File: src/rtl/prng_pkg.sv
// Constants and FSM state type shared by the Park-Miller forward and inverse generators.
package prng_pkg;

    localparam int unsigned OPW = 31;

    localparam logic [OPW-1:0] PRNG_M     = 31'h7FFF_FFFF;
    localparam logic [OPW-1:0] PRNG_A     = 31'd16807;
    localparam logic [OPW-1:0] PRNG_A_INV = 31'd1407677000;

    typedef enum logic [1:0] {IDLE, MUL, DONE} state_t;

endpackage

File: src/rtl/prng_rev_if.sv
// Four-phase start/done request bus of the PRNG blocks.
interface prng_rev_if;

    logic [31:0] i_seed;
    logic        i_start;
    logic        i_cont;
    logic        o_done;
    logic [31:0] o_rand;

    modport master (
        output i_seed,
        output i_start,
        output i_cont,
        input  o_done,
        input  o_rand
    );

    modport slave (
        input  i_seed,
        input  i_start,
        input  i_cont,
        output o_done,
        output o_rand
    );

endinterface

File: src/rtl/mod_m_add.sv
// Combinational add modulo a Mersenne modulus via end-around carry.
module mod_m_add
    import prng_pkg::*;
#(
    parameter logic [OPW-1:0] M = PRNG_M
) (
    input  logic [OPW-1:0] i_a,
    input  logic [OPW-1:0] i_b,
    output logic [OPW-1:0] o_r
);

    logic [OPW:0]   w_sum;
    logic [OPW-1:0] w_fold;

    // With both operands at most M the folded sum cannot carry out again.
    always_comb begin
        w_sum  = {1'b0, i_a} + {1'b0, i_b};
        w_fold = w_sum[OPW-1:0] + {{(OPW-1){1'b0}}, w_sum[OPW]};
        o_r    = (w_fold == M) ? '0 : w_fold;
    end

endmodule

File: src/rtl/prng_rev.sv
// Inverse Park-Miller step: rand = x * A_INV mod M by a bit-serial shift/add Horner loop.
module prng_rev
    import prng_pkg::*;
#(
    parameter logic [OPW-1:0] M     = PRNG_M,
    parameter logic [OPW-1:0] A_INV = PRNG_A_INV
) (
    input  logic         clk,
    input  logic         rst,
    prng_rev_if.slave    bus
);

    state_t         r_state;
    logic [OPW-1:0] r_x;
    logic [OPW-1:0] r_acc;
    logic [4:0]     r_cnt;
    logic           r_done;
    logic [31:0]    r_rand;

    logic [31:0]    w_opnd;
    logic [OPW-1:0] w_x_red;
    logic [OPW-1:0] w_rot;
    logic [OPW-1:0] w_addend;
    logic [OPW-1:0] w_step;

    assign w_opnd   = bus.i_cont ? r_rand : bus.i_seed;
    // Rotating a reduced value left doubles it modulo 2^31-1.
    assign w_rot    = {r_acc[OPW-2:0], r_acc[OPW-1]};
    assign w_addend = A_INV[r_cnt] ? r_x : '0;

    mod_m_add #(
        .M (M)
    ) u_reduce (
        .i_a (w_opnd[OPW-1:0]),
        .i_b ({{(OPW-1){1'b0}}, w_opnd[31]}),
        .o_r (w_x_red)
    );

    mod_m_add #(
        .M (M)
    ) u_step (
        .i_a (w_rot),
        .i_b (w_addend),
        .o_r (w_step)
    );

    always_ff @(posedge clk or posedge rst) begin
        if (rst) begin
            r_state <= IDLE;
            r_x     <= '0;
            r_acc   <= '0;
            r_cnt   <= '0;
            r_done  <= 1'b0;
            r_rand  <= '0;
        end else begin
            case (r_state)
                IDLE: begin
                    if (bus.i_start) begin
                        r_x     <= w_x_red;
                        r_acc   <= '0;
                        r_cnt   <= 5'd30;
                        r_state <= MUL;
                    end
                end
                MUL: begin
                    r_acc <= w_step;
                    if (r_cnt == 5'd0) begin
                        r_state <= DONE;
                    end else begin
                        r_cnt <= r_cnt - 5'd1;
                    end
                end
                DONE: begin
                    // First DONE cycle publishes; afterwards wait for start to drop.
                    if (!r_done) begin
                        r_rand <= {1'b0, r_acc};
                        r_done <= 1'b1;
                    end else if (!bus.i_start) begin
                        r_done  <= 1'b0;
                        r_state <= IDLE;
                    end
                end
                default: r_state <= IDLE;
            endcase
        end
    end

    assign bus.o_done = r_done;
    assign bus.o_rand = r_rand;

endmodule

File: src/flat_wrapper.sv
// flat-port wrapper written by rule: the top's interface ports become plain ports
module prng_rev_flat import prng_pkg::*;
#(
    parameter logic [OPW-1:0] M     = PRNG_M,
    parameter logic [OPW-1:0] A_INV = PRNG_A_INV
)
  (clk, rst, bus_i_seed, bus_i_start, bus_i_cont, bus_o_done, bus_o_rand);
  prng_rev_if bus_i ();
  input  logic clk;
  input  logic rst;
  input wire logic [$bits(bus_i.i_seed)-1:0] bus_i_seed;
  input wire logic [$bits(bus_i.i_start)-1:0] bus_i_start;
  input wire logic [$bits(bus_i.i_cont)-1:0] bus_i_cont;
  output wire logic [$bits(bus_i.o_done)-1:0] bus_o_done;
  output wire logic [$bits(bus_i.o_rand)-1:0] bus_o_rand;
  assign bus_i.i_seed = bus_i_seed;
  assign bus_i.i_start = bus_i_start;
  assign bus_i.i_cont = bus_i_cont;
  assign bus_o_done = bus_i.o_done;
  assign bus_o_rand = bus_i.o_rand;
  prng_rev #(.M(M), .A_INV(A_INV)) u_core (.clk(clk), .rst(rst), .bus(bus_i));
endmodule
File: config.mk
export PLATFORM = sky130hd
export DESIGN_NAME = prng_rev_flat
export DESIGN_NICKNAME = d
export VERILOG_FILES = /design/src/rtl/prng_pkg.sv /design/src/rtl/prng_rev_if.sv /design/src/rtl/mod_m_add.sv /design/src/rtl/prng_rev.sv /design/src/flat_wrapper.sv
export SDC_FILE = /design/constraint.sdc
export NUM_CORES = 1
export LEC_CHECK = 0
export ABC_CLOCK_PERIOD_IN_PS = 7800
export BUFFER_PORTS_ARGS = -buffer_cell sky130_fd_sc_hd__buf_2
export CAP_MARGIN = 20
export CORE_ASPECT_RATIO = 1.25
export CORE_MARGIN = 2
export CORE_UTILIZATION = 60
export CTS_CLUSTER_DIAMETER = 100
export DETAILED_ROUTE_END_ITERATION = 8
export HOLD_SLACK_MARGIN = 0.1
export PLACE_DENSITY = 0.8
export SYNTH_ARGS = -nofsm -noshare
export SYNTH_HDL_FRONTEND = slang
export SYNTH_SLANG_ARGS = --single-unit
File: constraint.sdc
create_clock -name clk -period 7.8 [get_ports clk]
set_input_delay 1.95 -clock clk [delete_from_list [all_inputs] [get_ports clk]]
set_output_delay 1.95 -clock clk [all_outputs]
set_load 0.01 [all_outputs]
==> flow_summary_export.csv, run 1 <==
group,metric,value,unit
setup_path,crit_slowest_cell,"or4_1",
synthesis,synthCells,1139,
layout,seqCellArea,2530,sq um
timing,finalSetupTns,0,ns
timing,max_slew_margin,32.5,%
layout,drive_above_1_share,15.9,%
global_routing,grt_pass1_wl,43.6,mm
route,wl,27.6,mm
clock_tree,clock_path_buffers,2,
timing,tightest_slew,1.01,ns
layout,num_antenna_cells,0,
pwr,power.leakage,0.00438,uW
route,drtPass1Iterations,7,
timing,finalSetupViolations,0,
clock_tree,insertion_delay,0.35,ns
clock_tree,htree_levels,3,
synthesis,synth_top_area_share,26.7,%
place,dp_hpwl,21.5,mm
floorplanning,rows,51,
timing,fmax,136,MHz
layout,fin_cells,1409,
layout,final_core_util,66.8,%
timing,slew_violations,0,
job,drv_cap,0,
clock_tree,cts_inserted_buffers,9,
outcome,status,"completed",
clock_tree,cts_setup_buffers,0,
route,drc_errors,0,
route,wl_per_cell,19.6,um
place,placedCellCount,1394,
min_path,hold_path_class,"reg -> reg",
synthesis,synth_edf_count,0,
route,via_per_inst,6.53,
global_routing,overflow,0,
route,detailedRoute.firstIterationViolations,840,
global_routing,grt_max_degree,81,
setup_path,crit_path_max_incr_delay,0.51,ns
floorplanning,die-width,116,um
synthesis,syn_nets,1216,
clock_tree,postCtsHoldBufs,0,
synthesis,synth_area_leaders,"dfrtp_1, ha_1, mux2_2, xnor2_1, nand2_1",
synthesis,yosysWarnings,0,
floorplanning,die-area,16800,sq um
pwr,p_per_area,363,nW/um^2
timing,grt_setup_unrepaired,"no",
place,io_buffers,67,
layout,nets,1270,
setup_path,worstSetupPathType,"reg -> reg",
floorplanning,initial_core_util,61.1,%
timing,finalCritPeriodShare,94.0,%
place,place_congestion,1.12,
setup_path,crit_arrival,7.51,ns
floorplanning,fp.dieH,145,um
setup_path,cp-end-kind,"flip-flop",
clock_tree,root_buffer,"clkbuf_16",
route,num_vias,9198,
floorplanning,ios,69,
synthesis,yosysSeqAreaShare,26.7,%
synthesis,ys_async_sr_fraction,100,%
setup_path,cpMostUsedCell,"ha_1",
clock_tree,clk_pin_slew,0.08,ns
floorplanning,core_area,15500,sq um
synthesis,synth.distinct_cells,92,
pwr,ir_drop,0.249,mV
timing,min_period,7.33,ns
clock_tree,cts_sinks,101,
global_routing,antenna_found_initial,0,
setup_path,worstPathRequired,7.98,ns
synthesis,synth_area,9480,sq um
timing,finalHoldViolCount,0,
setup_path,worst_setup_path_start_kind,"flip-flop",
synthesis,synth_area_leader_cell,"dfrtp_1",
global_routing,gr-usage-all-layers,33.0,%
synthesis,syn_area_per_cell,8.32,sq um
layout,fill_cells,1342,
layout,multi_input_area,6680,sq um
synthesis,ys_seq_elements,101,
setup_path,crit_fanout,31,
route,ant_nets,0,
timing,skew,0.0128,ns
layout,area_growth,9.34,%
clock_tree,cts_tree,"yes",
synthesis,synth-main-ff-cell,"dfrtp_1",
global_routing,grt_pass1_vias,8498,
## cell usage after synthesis, types with 6 or more instances
library cell and count:
a211oi_1 9, a21o_1 11, a21oi_1 77, a31oi_1 10, and2_1 36, and3_1 18, and4_1 13, buf_2 10
clkbuf_1 31, dfrtp_1 101, ha_1 40, inv_1 11, mux2_2 43, mux2i_1 22, nand2_1 124, nand2b_1 9
nand3_1 41, nand3b_1 9, nand4_1 33, nand4b_1 9, nor2_1 96, nor2b_1 8, nor3_1 30, nor4_1 17
o211ai_1 12, o21a_1 13, o21ai_0 52, o31a_1 6, o31ai_1 28, or3_1 8, xnor2_1 54, xor2_1 33
## flip-flops by register name, indices dropped and copies added, names as in the netlist
register and flops:
u_core.r_acc 31, u_core.r_state 2, u_core.bus.o_done 1, u_core.bus.o_rand 31, u_core.r_cnt 5, u_core.r_x 31
## per-stage QoR
step           setup WS (ns)  total power, uW  instance area (sq um)  hold WS, ns
6_report               0.467             3760                  10400        0.521
5_1_grt               0.0243             4040                  10400        0.546
4_1_cts                0.366             3680                  10400        0.522
3_5_place_dp           0.473             3240                  10100        0.504
3_3_place_gp           0.561             3200                  10100        0.496
2_1_floorplan          0.617             2620                   9480        0.472
## path summary, 6_finish.rpt
check,start,endpoint,slack [ns],depth (start not counted)
max reg2reg,u_core.r_cnt[0]$_DFFE_PP0P_,u_core.r_acc[7]$_DFFE_PP0P_,0.47,29
min,u_core.r_x[17]$_DFFE_PP0P_,u_core.r_x[17]$_DFFE_PP0P_,0.52,2
max in group asynchronous,rst,u_core.r_acc[24]$_DFFE_PP0P_,4.95,3
min reg2reg,u_core.r_x[17]$_DFFE_PP0P_,u_core.r_x[17]$_DFFE_PP0P_,0.52,2
min in group asynchronous,rst,u_core.bus.o_rand[2]$_DFFE_PP0P_,1.55,2
max,u_core.r_cnt[0]$_DFFE_PP0P_,u_core.r_acc[7]$_DFFE_PP0P_,0.47,29
## power breakdown
group | switching (uW) | internal (uW) | leakage (uW) | total (uW)
logic | 1550 | 922 | 0.00294 | 2470
clock network | 205 | 221 | 0.000138 | 426
registers | 170 | 698 | 0.00130 | 868
total | 1920 | 1840 | 0.00438 | 3760
## cell usage in the layout (no fill, tap or decap), drive strengths merged, types with 6 or more instances in the layout
cell / synthesis / layout
buf: 20 / 94
nand2b: 9 / 9
nand4: 33 / 33
a21o: 11 / 11
o31a: 6 / 6
o21a: 13 / 13
xnor2: 57 / 57
ha: 40 / 40
nand3: 42 / 42
nor3: 30 / 30
nor2b: 8 / 8
nor4: 19 / 19
nor2: 96 / 96
mux2: 43 / 43
a21oi: 77 / 77
mux2i: 24 / 24
inv: 11 / 14
dfrtp: 101 / 101
nand2: 124 / 124
a211oi: 11 / 11
nand3b: 9 / 9
and3: 18 / 18
and2: 37 / 37
o21ai: 56 / 56
xor2: 33 / 33
or3: 8 / 8
clkbuf: 31 / 9
o31ai: 28 / 28
a31oi: 11 / 11
and4: 13 / 13
nand4b: 9 / 9
o211ai: 12 / 12
## worst max-delay path: cells and delay by family, from the launching register on
kind / cells / cell delay (ns)
flops: 1 / 0.48
simple gates: 13 / 2.95
compound gates: 7 / 1.56
mux: 1 / 0.45
fa+ha+maj: 3 / 0.74
buf+inv: 5 / 0.91
## layer usage
| layer | global-route usage (%) | share of wire (%) | up-vias |
|---|---|---|---|
| li1 | - | - | 4376 |
| met2 | 53.6 | 46 | 353 |
| met4 | 14.7 | 4.4 | 0 |
| met5 | 0 | 0 | - |
| met3 | 2.72 | 5.4 | 78 |
| met1 | 44.9 | 44 | 4391 |
## cell families (layout without fill, tap and decap cells)
family          count (synthesis)  in the layout  share of synthesized area (%)
simple gates                  486            486                           27.2
compound gates                288            288                           20.7
flops                         101            101                           26.7
xor+xnor                       91             91                           8.79
mux                            68             68                           7.96
buf+inv                        62            120                           3.10
fa+ha+maj                      42             42                           5.61
other cells                     1              1                         0.0396
## what timing repair did
action,in CTS,in global routing
setup endpoints to repair,0,29
endpoints found under the hold margin,0,0
gates resized for setup,0,3
## layout make-up
type	count	area share, %
inverters	11	0.423
clock inverters	6	0.531
clock buffers	9	2.17
multi-input cells	976	64.5
flip-flops and latches	101	24.4
repair buffers	94	5.47
well taps	212	2.56
No activity file was read; power rests on OpenSTA's default activity.
==> run 2: changes to the inputs <==
Settings changed: CORE_MARGIN 2 to 1, CTS_BUF_LIST set to sky130_fd_sc_hd__clkbuf_4.
==> run 2 against run 1 <==
Worst setup slack improved by 0.014 ns. Clock-buffer cell count increased by 1. Critical path type unchanged. Final cell count decreased by 0.43%. Non-clock buffer count decreased by 8. Highest routed layer unchanged. Total power decreased by 3.8%. Hold slack improved by 0.0089 ns. Register-to-register slack about the same. First-iteration DRC count increased by 15%.
==> flow_summary_export.csv, run 2 (synthesized netlist as in run 1, its figures left out) <==
group,metric,value,unit
timing,finalSetupTns,0,ns
setup_path,cp-end-kind,"flip-flop",
route,ant_nets,0,
global_routing,gr-usage-all-layers,33.4,%
layout,area_growth,7.44,%
layout,multi_input_area,6680,sq um
timing,skew,0.0173,ns
pwr,p_per_area,355,nW/um^2
setup_path,worst_setup_path_start_kind,"flip-flop",
timing,slew_violations,0,
min_path,hold_path_class,"reg -> reg",
timing,finalSetupViolations,0,
timing,finalCritPeriodShare,93.8,%
layout,final_common_cell,"nand2_1",
clock_tree,cts_inserted_buffers,9,
setup_path,crit_path_max_incr_delay,0.55,ns
layout,nets,1262,
timing,tightest_slew,1.12,ns
timing,grt_setup_unrepaired,"no",
floorplanning,die-area,16300,sq um
setup_path,cp_top_family,"simple AND/OR/NAND/NOR gates",
floorplanning,fp.dieH,143,um
clock_tree,clk_pin_slew,0.15,ns
clock_tree,root_buffer,"clkbuf_4",
layout,mostFrequentLayoutCells,"nand2_1, dfrtp_1, nor2_1, a21oi_1, buf_2",
setup_path,worstSetupPathType,"reg -> reg",
setup_path,crit_slowest_cell,"or4_1",
clock_tree,htree_levels,3,
clock_tree,clock_path_buffers,2,
global_routing,antenna_found_initial,1,
clock_tree,cts_tree,"yes",
floorplanning,rows,51,
timing,min_period,7.32,ns
route,drtPass1Iterations,5,
timing,finalHoldViolCount,0,
setup_path,crit_fanout,20,
route,drc_errors,0,
clock_tree,insertion_delay,0.46,ns
job,drv_cap,0,
pwr,power.leakage,0.00428,uW
pwr,ir_drop,0.167,mV
place,placedCellCount,1385,
setup_path,cpMostUsedCell,"ha_1",
global_routing,use_met1,44.4,%
layout,drive_above_1_share,15.5,%
setup_path,worstPathRequired,8.11,ns
place,dp_hpwl,20.7,mm
floorplanning,initial_core_util,61.1,%
route,num_vias,9187,
global_routing,grtUsageMet3,2.90,%
route,wl,26.5,mm
place,io_buffers,67,
timing,max_slew_margin,25.5,%
global_routing,grt_pass1_vias,8508,
global_routing,grt_util_met2,55.6,%
setup_path,crit_arrival,7.63,ns
route,detailedRoute.firstIterationViolations,963,
layout,seqCellArea,2530,sq um
floorplanning,die-width,114,um
global_routing,overflow,0,
layout,fill_cells,1296,
layout,fin_cells,1403,
setup_path,cp_num_buf_inv,4,
place,place_congestion,0.979,
outcome,status,"completed",
global_routing,grt_max_degree,81,
global_routing,grt_pass1_wl,42.8,mm
floorplanning,ios,69,
timing,fmax,137,MHz
pwr,p_total,3620,uW
floorplanning,core_area,15500,sq um
global_routing,busiest_layer,"met2",
route,wl_per_cell,18.9,um
route,via_per_inst,6.55,
clock_tree,cts_sinks,101,
## run 2: cell types whose count changed in the layout (fill, tap and decap cells not counted), sizes merged
cell / delta
clkinv: -1
buf: -8
clkbuf: +1
diode: +1
inv: -1
bufinv: +2
## run 2: area by class of cell
class	count	share of cell area, %
multi-input combinational	976	65.6
sequential	101	24.8
timing repair buffer	86	4.85
tap	212	2.60
clock inverter	6	0.921
clock buffer	10	0.737
inverter	11	0.430
antenna	1	0.0246
## run 2: path summary, 6_finish.rpt
kind                                              start  cells past startpoint                                to  slack [ns]
max in group asynchronous                           rst                      3       u_core.r_cnt[0]$_DFFE_PP0P_        5.09
setup reg to reg            u_core.r_cnt[1]$_DFFE_PP0P_                     28      u_core.r_acc[14]$_DFFE_PP0P_        0.48
hold / removal             u_core.r_acc[13]$_DFFE_PP0P_                      2      u_core.r_acc[13]$_DFFE_PP0P_        0.53
setup / recovery            u_core.r_cnt[1]$_DFFE_PP0P_                     28      u_core.r_acc[14]$_DFFE_PP0P_        0.48
hold reg to reg            u_core.r_acc[13]$_DFFE_PP0P_                      2      u_core.r_acc[13]$_DFFE_PP0P_        0.53
min in group asynchronous                           rst                      2  u_core.bus.o_rand[3]$_DFFE_PP0P_        1.41
## run 2: timing repair
item | CTS | global route
endpoints found under the setup margin | 0 | 30
endpoints found under the hold margin | 0 | 0
hold buffers | 0 | 0
resized for setup | 0 | 6
setup buffers | 0 | 0
## run 2: tightest hold or removal path: cells and delay by family, from the launching register on
family | cells | cell delay (ns)
AOI/OAI and AO/OA | 1 | 0.05
DFF | 1 | 0.40
and+or+nand+nor | 1 | 0.06
## run 2: metrics by stage
step	setup slack (ns)	utilization [%]	instance area, sq um	hold WS [ns]
5_1_grt	0.0188	65.7	10200	0.559
3_5_place_dp	0.339	64.5	9990	0.504
6_report	0.481	65.7	10200	0.530
2_1_floorplan	0.617	-	9480	0.472
3_3_place_gp	0.427	64.5	9990	0.491
4_1_cts	0.360	65.5	10200	0.535
## run 2: layer usage
metal | wire length [um] | vias to the layer above
li1 | - | 4357
met1 | 11600 | 4412
met2 | 12600 | 361
met3 | 1320 | 57
met4 | 974 | 0
met5 | 0 | -
## run 2: power by group
part           internal, uW  total (uW)  switching, uW
logic                   901        2430           1530
clock network           137         315            178
registers               696         870            174
total                  1730        3620           1880
==> run 3: changes to the inputs <==
Settings changed: ABC_CLOCK_PERIOD_IN_PS 7800 to 6470, CORE_UTILIZATION 60 to 58, PLACE_DENSITY 0.8 to 0.81.
Clock period 7.8 ns to 6.47 ns, I/O delays scaled along.
==> run 3 against run 2 <==
Die area up 3.4%. Critical path depth unchanged. Sequential cell count unchanged. Clock-buffer cell count down 1. Total power is 40% higher. Hold slack better by 0.0084 ns. Largest power group unchanged.
==> flow_summary_export.csv, run 3 (synthesized netlist as in run 1, its figures left out) <==
group,metric,value,unit
setup_path,crit_slowest_cell,"dfrtp_1",
route,drc_errors,0,
layout,drive_above_1_share,26.6,%
floorplanning,rows,51,
floorplanning,ios,69,
pwr,power.leakage,0.00489,uW
route,num_vias,9884,
place,io_buffers,67,
global_routing,gr-usage-all-layers,35.5,%
timing,finalHoldViolCount,0,
route,detailedRoute.firstIterationViolations,841,
setup_path,cp_num_buf_inv,4,
clock_tree,cts_tree,"yes",
layout,final_core_util,72.6,%
job,drv_cap,0,
timing,tightest_slew,1.14,ns
outcome,status,"completed",
route,wl_per_cell,20.4,um
pwr,p_per_area,444,nW/um^2
layout,area_growth,20.7,%
setup_path,crit_arrival,6.75,ns
layout,fill_cells,1217,
clock_tree,postCtsHoldBufs,0,
layout,fin_cells,1516,
layout,seqCellArea,2530,sq um
min_path,min_path_cells,2,
floorplanning,die-area,16900,sq um
floorplanning,initial_core_util,60.1,%
setup_path,crit_path_max_incr_delay,0.46,ns
timing,finalSetupViolations,0,
route,ant_nets,0,
clock_tree,insertion_delay,0.48,ns
setup_path,cp_top_family,"simple AND/OR/NAND/NOR gates",
global_routing,grt_util_met2,56.6,%
global_routing,use_met1,45.3,%
setup_path,worst_setup_path_start_kind,"flip-flop",
setup_path,worstSetupPathType,"reg -> reg",
layout,mostFrequentLayoutCells,"nand2_1, buf_4, dfrtp_1, nor2_1, a21oi_1",
timing,max_slew_margin,23.9,%
layout,final_common_cell,"nand2_1",
global_routing,grt_pass1_vias,9199,
global_routing,grt_pass1_wl,46.8,mm
floorplanning,die-width,116,um
timing,fmax,155,MHz
floorplanning,core_area,15800,sq um
timing,slew_violations,0,
clock_tree,cts_inserted_buffers,9,
timing,grt_setup_unrepaired,"yes",
setup_path,cp-end-kind,"flip-flop",
place,place_congestion,1.02,
timing,skew,0.0320,ns
global_routing,antenna_found_initial,1,
setup_path,r2r_setup_slack,0.03,ns
setup_path,crit_fanout,7,
global_routing,grt_max_degree,83,
timing,finalCritPeriodShare,99.6,%
route,wl,30.9,mm
pwr,ir_drop,0.300,mV
min_path,hold_path_class,"reg -> reg",
clock_tree,htree_levels,3,
clock_tree,root_buffer,"clkbuf_4",
setup_path,r2r_end,"u_core.r_acc[17]$_DFFE_PP0P_",
floorplanning,fp.dieH,145,um
min_path,min_from,"u_core.r_x[17]$_DFFE_PP0P_",
timing,min_period,6.44,ns
clock_tree,clk_pin_slew,0.18,ns
setup_path,r2r-start,"u_core.r_cnt[1]$_DFFE_PP0P_",
global_routing,grtUsageMet3,4.09,%
clock_tree,cts_sinks,101,
route,via_per_inst,6.52,
setup_path,cpMostUsedCell,"nor4_4",
route,drtPass1Iterations,5,
layout,multi_input_area,7060,sq um
global_routing,busiest_layer,"met2",
place,dp_hpwl,23.4,mm
layout,nets,1376,
setup_path,rr_worst_depth,28,
min_path,hold_path_end,"u_core.r_x[17]$_DFFE_PP0P_",
clock_tree,clock_path_buffers,2,
setup_path,worstPathRequired,6.77,ns
global_routing,overflow,0,
place,placedCellCount,1477,
timing,fin_hold_ws,0.539,ns
-- run 3: worst max path at each step --
stage                                startpoint                      endpoint  slack (ns)  depth (start not counted)
finish              u_core.r_cnt[1]$_DFFE_PP0P_  u_core.r_acc[17]$_DFFE_PP0P_        0.03                         28
global route        u_core.r_cnt[1]$_DFFE_PP0P_  u_core.r_acc[17]$_DFFE_PP0P_       -0.13                         28
CTS                 u_core.r_cnt[0]$_DFFE_PP0P_   u_core.r_acc[7]$_DFFE_PP0P_        0.06                         28
detailed placement  u_core.r_cnt[0]$_DFFE_PP0P_  u_core.r_acc[13]$_DFFE_PP0P_       -0.50                         28
global placement    u_core.r_cnt[0]$_DFFE_PP0P_   u_core.r_acc[4]$_DFFE_PP0P_       -0.24                         28
floorplan           u_core.r_cnt[0]$_DFFE_PP0P_  u_core.r_acc[10]$_DFFE_PP0P_        0.01                         29
-- run 3: final cells by class --
cell class | instances | area share (%)
diodes | 1 | 0.0219
inverters | 11 | 0.383
multi-input cells | 978 | 61.8
clock inverters | 6 | 0.427
clock buffers | 9 | 0.591
flip-flops and latches | 101 | 22.1
repair buffers | 198 | 12.4
well taps | 212 | 2.32
-- run 3: timing repair --
action                                  CTS  global route
cloned                                    1             5
endpoints found under the setup margin   31            31
buffers inserted                          1            15
pin swaps                                 1            18
gates resized for setup                  15            52
-- run 3: per-stage QoR --
step	power, uW	setup WS, ns	cell area, sq um	setup TNS (ns)
after floorplan	3180	0.0111	9580	0
after global placement	4280	-0.239	10800	-6.65
after detailed placement	4330	-0.499	10800	-14.98
after CTS	4720	0.0647	11000	0
after global routing	5420	-0.133	11400	-2.40
final	5080	0.0272	11400	0
-- run 3: where the power goes --
group | internal (uW) | switching [uW] | leakage (uW) | total (uW)
sequential | 839 | 224 | 0.00130 | 1060
combinational | 1500 | 2210 | 0.00353 | 3720
clock | 80.9 | 218 | 0.0000603 | 299
-- run 3: routing by layer --
layer / routed length, um / vias to the layer above
li1: - / 4613
met1: 12700 / 4713
met2: 14400 / 429
met3: 1720 / 129
met4: 2120 / 0
met5: 0 / -
-- run 3: tightest hold or removal path: stages (launching register included) --
cell,delay (ns)
dfrtp_1,0.38
a21oi_1,0.06
nor2_1,0.07
